--- config.mk ---
export PLATFORM = sky130hd
export DESIGN_NAME = vend_controller
export DESIGN_NICKNAME = d
export VERILOG_FILES = /design/src/rtl/vend_pkg.sv /design/src/rtl/vend_controller_change_dispenser.sv /design/src/rtl/vend_controller.sv
export SDC_FILE = /design/constraint.sdc
export NUM_CORES = 1
export LEC_CHECK = 0
export BUFFER_PORTS_ARGS = -buffer_cell sky130_fd_sc_hd__buf_2
export CORE_UTILIZATION = 52
export DETAILED_ROUTE_END_ITERATION = 8
export PLACE_DENSITY = 0.74
export SYNTH_ARGS = -nofsm -noshare
export SYNTH_HDL_FRONTEND = slang
export SYNTH_SLANG_ARGS = --single-unit
--- constraint.sdc ---
create_clock -name clk -period 3.15 [get_ports clk]
set_input_delay 0.315 -clock clk [delete_from_list [all_inputs] [get_ports clk]]
set_output_delay 0.315 -clock clk [all_outputs]
set_load 0.05 [all_outputs]
--- src/rtl/vend_pkg.sv ---
// Shared definitions for the vending-machine transaction controller.
//   state_t        : controller states
//   VAL_N/D/Q      : coin values in cents
//   DEF_PRICE      : default product price in cents
//   DEF_MAX_CREDIT : default credit ceiling in cents
package vend_pkg;

    typedef enum logic [1:0] {
        IDLE     = 2'd0,
        COLLECT  = 2'd1,
        DISPENSE = 2'd2,
        CHANGE   = 2'd3
    } state_t;

    localparam int VAL_N = 5;
    localparam int VAL_D = 10;
    localparam int VAL_Q = 25;

    localparam int DEF_PRICE      = 75;
    localparam int DEF_MAX_CREDIT = 200;

endpackage

--- src/rtl/vend_controller_change_dispenser.sv ---
// Greedy change-return step. This block is combinational; the caller registers
// its outputs. Each step it picks the largest coin that still fits in the credit.
//   start       : step enable (controller is in CHANGE)
//   credit      : credit still to be returned
//   eject_q/d/n : coin to return on this step (at most one is high)
//   credit_next : credit left after this step
//   done        : this step brings the credit to zero
module change_dispenser
    import vend_pkg::*;
#(
    parameter int CREDIT_W = 8
) (
    input  logic                start,
    input  logic [CREDIT_W-1:0] credit,
    output logic                eject_q,
    output logic                eject_d,
    output logic                eject_n,
    output logic [CREDIT_W-1:0] credit_next,
    output logic                done
);

    localparam logic [CREDIT_W-1:0] C_Q = CREDIT_W'(VAL_Q);
    localparam logic [CREDIT_W-1:0] C_D = CREDIT_W'(VAL_D);
    localparam logic [CREDIT_W-1:0] C_N = CREDIT_W'(VAL_N);

    always_comb begin
        eject_q     = 1'b0;
        eject_d     = 1'b0;
        eject_n     = 1'b0;
        credit_next = credit;
        if (start) begin
            if (credit >= C_Q) begin
                eject_q     = 1'b1;
                credit_next = credit - C_Q;
            end else if (credit >= C_D) begin
                eject_d     = 1'b1;
                credit_next = credit - C_D;
            end else if (credit >= C_N) begin
                eject_n     = 1'b1;
                credit_next = credit - C_N;
            end else begin
                // Credit is always a multiple of 5; this arm only drains a stray
                // sub-nickel remainder without underflowing.
                credit_next = '0;
            end
        end
    end

    assign done = start && (credit_next == '0);

endmodule

--- src/rtl/vend_controller.sv ---
// Vending-machine transaction controller. Tracks credit from coin pulses,
// dispenses on select when credit covers PRICE, and returns change or refunds
// one coin per cycle. All outputs are registered.
//   clk, reset              : clock, asynchronous active-low reset
//   coin_n/coin_d/coin_q    : coin-insert pulses (5c/10c/25c)
//   select, cancel          : purchase / refund request pulses
//   credit                  : current credit in cents
//   dispense                : product actuator, high DISPENSE_CYCLES cycles
//   eject_q/eject_d/eject_n : change-return pulses
//   coin_reject             : coin refused
//   deny                    : select with insufficient credit
//   busy                    : in DISPENSE or CHANGE
//
// state    | meaning
// IDLE     | no credit, waiting for a coin
// COLLECT  | credit accumulating, waiting for select/cancel
// DISPENSE | product actuator driven, counter running
// CHANGE   | returning remaining credit one coin per cycle
module vend_controller
    import vend_pkg::*;
#(
    parameter int PRICE           = DEF_PRICE,
    parameter int MAX_CREDIT      = DEF_MAX_CREDIT,
    parameter int CREDIT_W        = 8,
    parameter int DISPENSE_CYCLES = 4
) (
    input  logic                clk,
    input  logic                reset,
    input  logic                coin_n,
    input  logic                coin_d,
    input  logic                coin_q,
    input  logic                select,
    input  logic                cancel,
    output logic [CREDIT_W-1:0] credit,
    output logic                dispense,
    output logic                eject_q,
    output logic                eject_d,
    output logic                eject_n,
    output logic                coin_reject,
    output logic                deny,
    output logic                busy
);

    localparam int CNT_W = (DISPENSE_CYCLES > 1) ? $clog2(DISPENSE_CYCLES) : 1;
    localparam logic [CNT_W-1:0]    CNT_LOAD = CNT_W'(DISPENSE_CYCLES - 1);
    localparam logic [CREDIT_W-1:0] PRICE_C  = CREDIT_W'(PRICE);
    localparam logic [CREDIT_W:0]   MAX_C    = (CREDIT_W+1)'(MAX_CREDIT);

    state_t              state, state_nx;
    logic [CREDIT_W-1:0] credit_nx;
    logic [CNT_W-1:0]    cnt, cnt_nx;
    logic                dispense_nx, coin_reject_nx, deny_nx, busy_nx;

    logic                coin_any, coin_multi;
    logic [CREDIT_W-1:0] coin_val;
    logic [CREDIT_W:0]   coin_sum;

    logic                chg_start, chg_q, chg_d, chg_n, chg_done;
    logic [CREDIT_W-1:0] chg_credit;

    assign coin_any   = coin_q | coin_d | coin_n;
    assign coin_multi = (coin_q & coin_d) | (coin_q & coin_n) | (coin_d & coin_n);

    always_comb begin
        coin_val = '0;
        if (coin_q)      coin_val = CREDIT_W'(VAL_Q);
        else if (coin_d) coin_val = CREDIT_W'(VAL_D);
        else if (coin_n) coin_val = CREDIT_W'(VAL_N);
    end

    // One extra bit so the ceiling check cannot wrap.
    assign coin_sum = {1'b0, credit} + {1'b0, coin_val};

    assign chg_start = (state == CHANGE);

    change_dispenser #(.CREDIT_W(CREDIT_W)) u_change (
        .start       (chg_start),
        .credit      (credit),
        .eject_q     (chg_q),
        .eject_d     (chg_d),
        .eject_n     (chg_n),
        .credit_next (chg_credit),
        .done        (chg_done)
    );

    always_ff @(posedge clk or negedge reset) begin
        if (!reset) begin
            state       <= IDLE;
            credit      <= '0;
            cnt         <= '0;
            dispense    <= 1'b0;
            eject_q     <= 1'b0;
            eject_d     <= 1'b0;
            eject_n     <= 1'b0;
            coin_reject <= 1'b0;
            deny        <= 1'b0;
            busy        <= 1'b0;
        end else begin
            state       <= state_nx;
            credit      <= credit_nx;
            cnt         <= cnt_nx;
            dispense    <= dispense_nx;
            eject_q     <= chg_q;
            eject_d     <= chg_d;
            eject_n     <= chg_n;
            coin_reject <= coin_reject_nx;
            deny        <= deny_nx;
            busy        <= busy_nx;
        end
    end

    always_comb begin
        state_nx       = state;
        credit_nx      = credit;
        cnt_nx         = cnt;
        dispense_nx    = 1'b0;
        coin_reject_nx = 1'b0;
        deny_nx        = 1'b0;

        case (state)
            IDLE, COLLECT: begin
                // cancel beats select beats coin; a coin that loses to a
                // request is refused rather than silently kept.
                if (cancel) begin
                    coin_reject_nx = coin_any;
                    if (credit != '0) state_nx = CHANGE;
                end else if (select) begin
                    coin_reject_nx = coin_any;
                    if (credit >= PRICE_C) begin
                        credit_nx   = credit - PRICE_C;
                        state_nx    = DISPENSE;
                        dispense_nx = 1'b1;
                        cnt_nx      = CNT_LOAD;
                    end else begin
                        deny_nx = 1'b1;
                    end
                end else if (coin_any) begin
                    if (coin_sum > MAX_C) begin
                        coin_reject_nx = 1'b1;
                    end else begin
                        credit_nx      = coin_sum[CREDIT_W-1:0];
                        state_nx       = COLLECT;
                        coin_reject_nx = coin_multi;
                    end
                end
            end
            DISPENSE: begin
                coin_reject_nx = coin_any;
                if (cnt == '0) begin
                    state_nx = (credit != '0) ? CHANGE : IDLE;
                end else begin
                    cnt_nx      = cnt - 1'b1;
                    dispense_nx = 1'b1;
                end
            end
            CHANGE: begin
                coin_reject_nx = coin_any;
                credit_nx      = chg_credit;
                if (chg_done) state_nx = IDLE;
            end
            default: state_nx = IDLE;
        endcase

        busy_nx = (state_nx == DISPENSE) || (state_nx == CHANGE);
    end

endmodule

---- Word-level counts from Yosys, hierarchy flattened ----
Cells that the tools add are included.
word-level totals
  flip-flop bits (word level) ............. 19
  bits of input ports ..................... 7
  output and inout bits ................... 15
  logic and storage cells ................. 103
operators by class
  add/subtract/negate cells ............... 6
  order comparisons ....................... 5
  equal/unequal tests ..................... 12
  multiplexer cells ....................... 51
  bitwise operators ....................... 7
  reduce and logical (&&, ||, !) cells .... 12
operators by type and width
  operator                                                                             count
  8-bit 2-to-1 mux                                                                     10
  2-bit 2-to-1 mux                                                                     13
  1-bit 2-to-1 mux                                                                     21
  8-bit case mux with 2 select lines                                                   1
  5-bit AND reduction                                                                  2
  8-bit by 8-bit adder with 9-bit output                                               1
  9-bit by 8-bit greater-than comparator with 1-bit output, second input constant      1
  3-bit inequality test, second input constant                                         3
  2-bit equality test, second input constant                                           4
  8-bit by 3-bit greater-or-equal comparator with 1-bit output, second input constant  1
  8-bit by 4-bit greater-or-equal comparator with 1-bit output, second input constant  1
  8-bit by 5-bit greater-or-equal comparator with 1-bit output, second input constant  1
  8-bit by 7-bit greater-or-equal comparator with 1-bit output, second input constant  1
  8-bit logical NOT                                                                    1
  2-bit inequality test, second input constant                                         4
  8-bit nonzero test                                                                   1
  8-bit by 3-bit subtractor with 8-bit output, second input constant                   1
  8-bit by 4-bit subtractor with 8-bit output, second input constant                   1
  8-bit by 5-bit subtractor with 8-bit output, second input constant                   1
  8-bit by 7-bit subtractor with 8-bit output, second input constant                   1
  2-bit case mux with 3 select lines                                                   1
  2-bit logical NOT                                                                    2
  4-bit 2-to-1 mux                                                                     1
  1-bit bitwise OR                                                                     4
  other kinds (10)                                                                     15

---- Depth between registers and ports, before layout ----
  depth after elaboration ................. 12
  mapped depth ............................ 12
  mapped depth without buffers ............ 12

---- Modules after synthesis ----
A second synthesis with hierarchy kept.
second synthesis, totals
  cell total of the unflattened synthesis .. 287
  area, all modules ....................... 2223.4 sq um
by module, submodules not included
  module            times used  cells each  area each (sq um)  seq. area each (sq um)
  vend_controller   1           180         1503.9             450.4
  change_dispenser  1           107         719.4              0.0

---- Least setup slack after synthesis ----
OpenSTA, ideal clock, no wires.
  kind .................................... register to register
  start ................................... register credit[1]
  end ..................................... register credit[2]
  library setup time ...................... 125 ps
  data arrival time ....................... 3058 ps
  data required time ...................... 3025 ps
  path slack .............................. -33 ps
  cell stages (with the launch flop) ...... 10
  path buffers ............................ 0
  clock period less this slack ............ 3183 ps
  path through ............................ dfrtp_1 > inv_1 > fa_1 > xor2_1 > a2bb2oi_2 > o21ai_2 > o311ai_4 > a32oi_4 > o32a_4 > mux2_4
between the ends
  word-level cells in the longest chain between the ends .. 6
  elaborated cells between the ends (all ways) .. 23
  classes of those cells .................. 5 x add/sub; 5 x order compare; 2 x eq/ne; 10 x mux; 1 x reduce/logical
ends and longest elaborated chain
  element                                                                         RTL line                source
  from (decl)                                                                     vend_controller.sv:34   output logic [CREDIT_W-1:0] credit,
  from (signal assigned)                                                          vend_controller.sv:100  credit <= credit_nx;
  branches (longest 6 deep; another with 8-bit by 8-bit adder with 9-bit output)  --
Parallel ways; which one is timed is not known. The select of a mux whose other input is x is not followed.
A chain may end at the register's enable or synchronous reset.

---- Worst setup path after layout ----
  start ................................... register credit[0]
  end ..................................... register credit[2]
The elaborated chain is that of the path after synthesis.

==> results_dict.tcl <==
set metrics [dict create \
    status "completed" \
    reg2reg_slack_ns 0.22 \
    cts_tree "done" \
    setup_tns_ns 0 \
    dpl.cell_count 319 \
    nFillCells 329 \
    crit_fanout 8 \
    wirelength_um 5360 \
    max_slew_margin_pct 56.9 \
    core.rowCount 22 \
    tightest_slew_ns 0.647 \
    grt_pass1_vias 1807 \
    synth_edf_count 0 \
    drv_slew 0 \
    whs_path_depth 3 \
    synth_nets 279 \
    grt_start_max_net_pins 29 \
    min_path_type "in2reg" \
    layout.cells.non_filler 324 \
    die_w_um 66.1 \
    worst_ir_drop_vdd_v 0.000719 \
    rr_worst_depth 10 \
    syn_area_um2 2130 \
    nets 300 \
    finalSetupViolations 0 \
    ys_ff_latch 18 \
    dp_hpwl_um 4050 \
    fp.coreArea_um2 3800 \
    layout_commonest_cell "nor2_1" \
    final_cell_mix "nor2_1 (25), buf_2 (21), dfrtp_1 (16)" \
    synth_warnings 0 \
    cts_sinks 18 \
    worstPathCellList "ha_1 -> inv_1 -> fa_1 -> xor2_1 -> a2bb2oi_2 -> o21ai_2 -> o311ai_4 -> a32oi_4 -> o32a_4 -> mux2_4" \
    initial_utilization_pct 56.2 \
    cts.clk_slew.worst_paths_ns 0.08 \
    post-route-min-period_ns 2.93 \
    syn-instance-count 256 \
    yosysTopAreaCellShare_pct 21.1 \
    powerDensity_nw_per_um2 1250 \
    r2r_start "credit[0]" \
    wl_per_cell_um 16.5 \
    async_flop_share_pct 100 \
    synth_top_area_cell "dfrtp_1" \
    cts_max_level 1 \
    clock_latency_ns 0.26 \
    fin_skew_ns 0.00779 \
    post-route-drc-count 0 \
    maxCapViolCount 0 \
    boundaryPins 22 \
    grt-ovfl-total 0 \
    numPortBuffers 21 \
    crit_path_start_kind "flop" \
    power.leakage_nw 0.991 \
    drtPass1Iterations 5 \
    total_power_mw 2.94 \
    hp-start "coin_n" \
    rsz0062_at_grt "no" \
    synthTopCellsByArea "dfrtp_1 (21%), ha_1 (8.8%), nor2_1 (4.4%)" \
    drive_gt1_share_pct 19.2 \
    fmax_mhz 341 \
    hold_viol_final 0 \
    syn_avg_cell_area_um2 8.33 \
    cts_buffer_depth 2 \
    die_y_um 66.1 \
    ys.flop_type "dfrtp_1" \
    grt_first_pass_wirelength_um 8970 \
    cts_made_buffers 3 \
    area_growth_pct 10.3 \
    track_usage_pct 26.9 \
    seq_area_frac_synth_pct 21.1 \
    crit_path_end_kind "flop" \
    post-route-period-util_pct 93.0 \
    crit_type "reg2reg" \
    cts_root_buf "clkbuf_8" \
    antenna_left 0 \
    r2r_end "credit[2]" \
    holdPathEnd "coin_reject" \
    slowest_stage "dfrtp_2" \
    dieArea_um2 4360 \
    num_antenna_cells 0 \
    whs_ns 0.369 \
    vias 2036 \
    yosys.cell_types.count 68 \
    cp_slowest_stage_delay_ns 0.45 \
    drtIter0Drc 127 \
    required_ns 3.30 \
    antenna_found_initial 0 \
    place.gp.congestion 0.950 \
    viasPerCell 6.28 \
    arrival_ns 3.08 \
]
[through the flow]
step,util [%],setup WS [ns],instance area [µm²]
after floorplan,-,0.217,2140
after global placement,60.2,0.205,2290
after detailed placement,60.2,0.106,2290
after CTS,61.9,0.222,2350
after global routing,61.9,0.00770,2350
final,61.9,0.220,2350
[critical path, delay by kind of cell, from the launching register on]
family | cells | cell delay [ns]
AOI/OAI and AO/OA | 5 | 1.13
xor gates and xnor gates | 1 | 0.20
adders and majority gates | 2 | 0.66
buffers and inverters | 1 | 0.07
DFF | 1 | 0.45
muxes | 1 | 0.31
[power breakdown]
part | total, mW | internal, mW | switching [mW]
registers | 0.482 | 0.330 | 0.151
logic | 2.27 | 0.855 | 1.41
clock network | 0.195 | 0.111 | 0.0839
[routing by layer]
| layer | routed length, µm | GRT usage [%] | vias to the layer above | share of wire (%) |
|---|---|---|---|---|
| li1 | - | - | 1000 | - |
| met1 | 2590 | 38.5 | 953 | 48 |
| met2 | 2390 | 41.6 | 74 | 45 |
| met3 | 300 | 3.97 | 9 | 5.6 |
| met4 | 81 | 7.45 | 0 | 1.5 |
| met5 | 0 | 0 | - | 0 |
[kinds of logic (layout without fill, tap and decap cells)]
logic type	Yosys count	in the layout	share of synthesized area [%]
AO/OA/AOI/OAI	87	87	33.2
AND/OR/NAND/NOR	93	93	23.9
flip-flops	18	18	21.1
XOR/XNOR	8	8	3.28
multiplexers	4	4	2.35
adder cells (fa/ha/maj)	16	16	9.74
buffers and inverters	30	50	6.45
[worst max path at each step]
stage / depth (start not counted) / slack [ns] / start / to
3_3_place_gp: 13 / 0.21 / coin_d / credit[4]
3_5_place_dp: 13 / 0.11 / coin_d / credit[2]
6_report: 10 / 0.22 / credit[0] / credit[2]
5_1_grt: 10 / 0.008 / credit[0] / credit[2]
2_1_floorplan: 10 / 0.22 / credit[0] / credit[2]
4_1_cts: 10 / 0.22 / credit[0] / credit[2]
[synthesized netlist by cell type (2+ instances only)]
| cell | count |
|---|---|
| a211oi_1 | 10 |
| a21boi_0 | 2 |
| a21o_1 | 4 |
| a21oi_1 | 15 |
| a311oi_1 | 2 |
| a31oi_1 | 2 |
| and2_1 | 3 |
| buf_2 | 2 |
| buf_4 | 2 |
| buf_6 | 2 |
| clkbuf_1 | 9 |
| dfrtp_1 | 18 |
| ha_1 | 15 |
| inv_1 | 15 |
| mux2_4 | 2 |
| mux2i_1 | 2 |
| nand2_1 | 15 |
| nand2b_1 | 5 |
| nand3_1 | 6 |
| nand4_1 | 4 |
| nor2_1 | 25 |
| nor2b_1 | 6 |
| nor3_1 | 7 |
| nor4_1 | 6 |
| o211a_1 | 2 |
| o211ai_1 | 2 |
| o21a_1 | 3 |
| o21ai_0 | 14 |
| o21ai_1 | 4 |
| o31ai_1 | 3 |
| or3_1 | 6 |
| xnor2_1 | 6 |
| xor2_1 | 2 |
[final cells by class]
cell class              instances  area [µm²]  share of cell area (%)
clock buffers                   4        55.1                    2.34
inverters                      15        56.3                    2.39
well taps                      48        60.1                    2.55
repair buffers                 31         183                    7.77
flip-flops and latches         18         453                    19.3
multi-input cells             208        1550                    65.7
[repair_timing]
action                                 4_1_cts  5_1_grt
hold buffers                                 1        0
endpoints found under the hold margin        8        0
resized for setup                            0        0
buffers inserted                             0        0
Note: power is estimated with default switching activity, not from simulation.
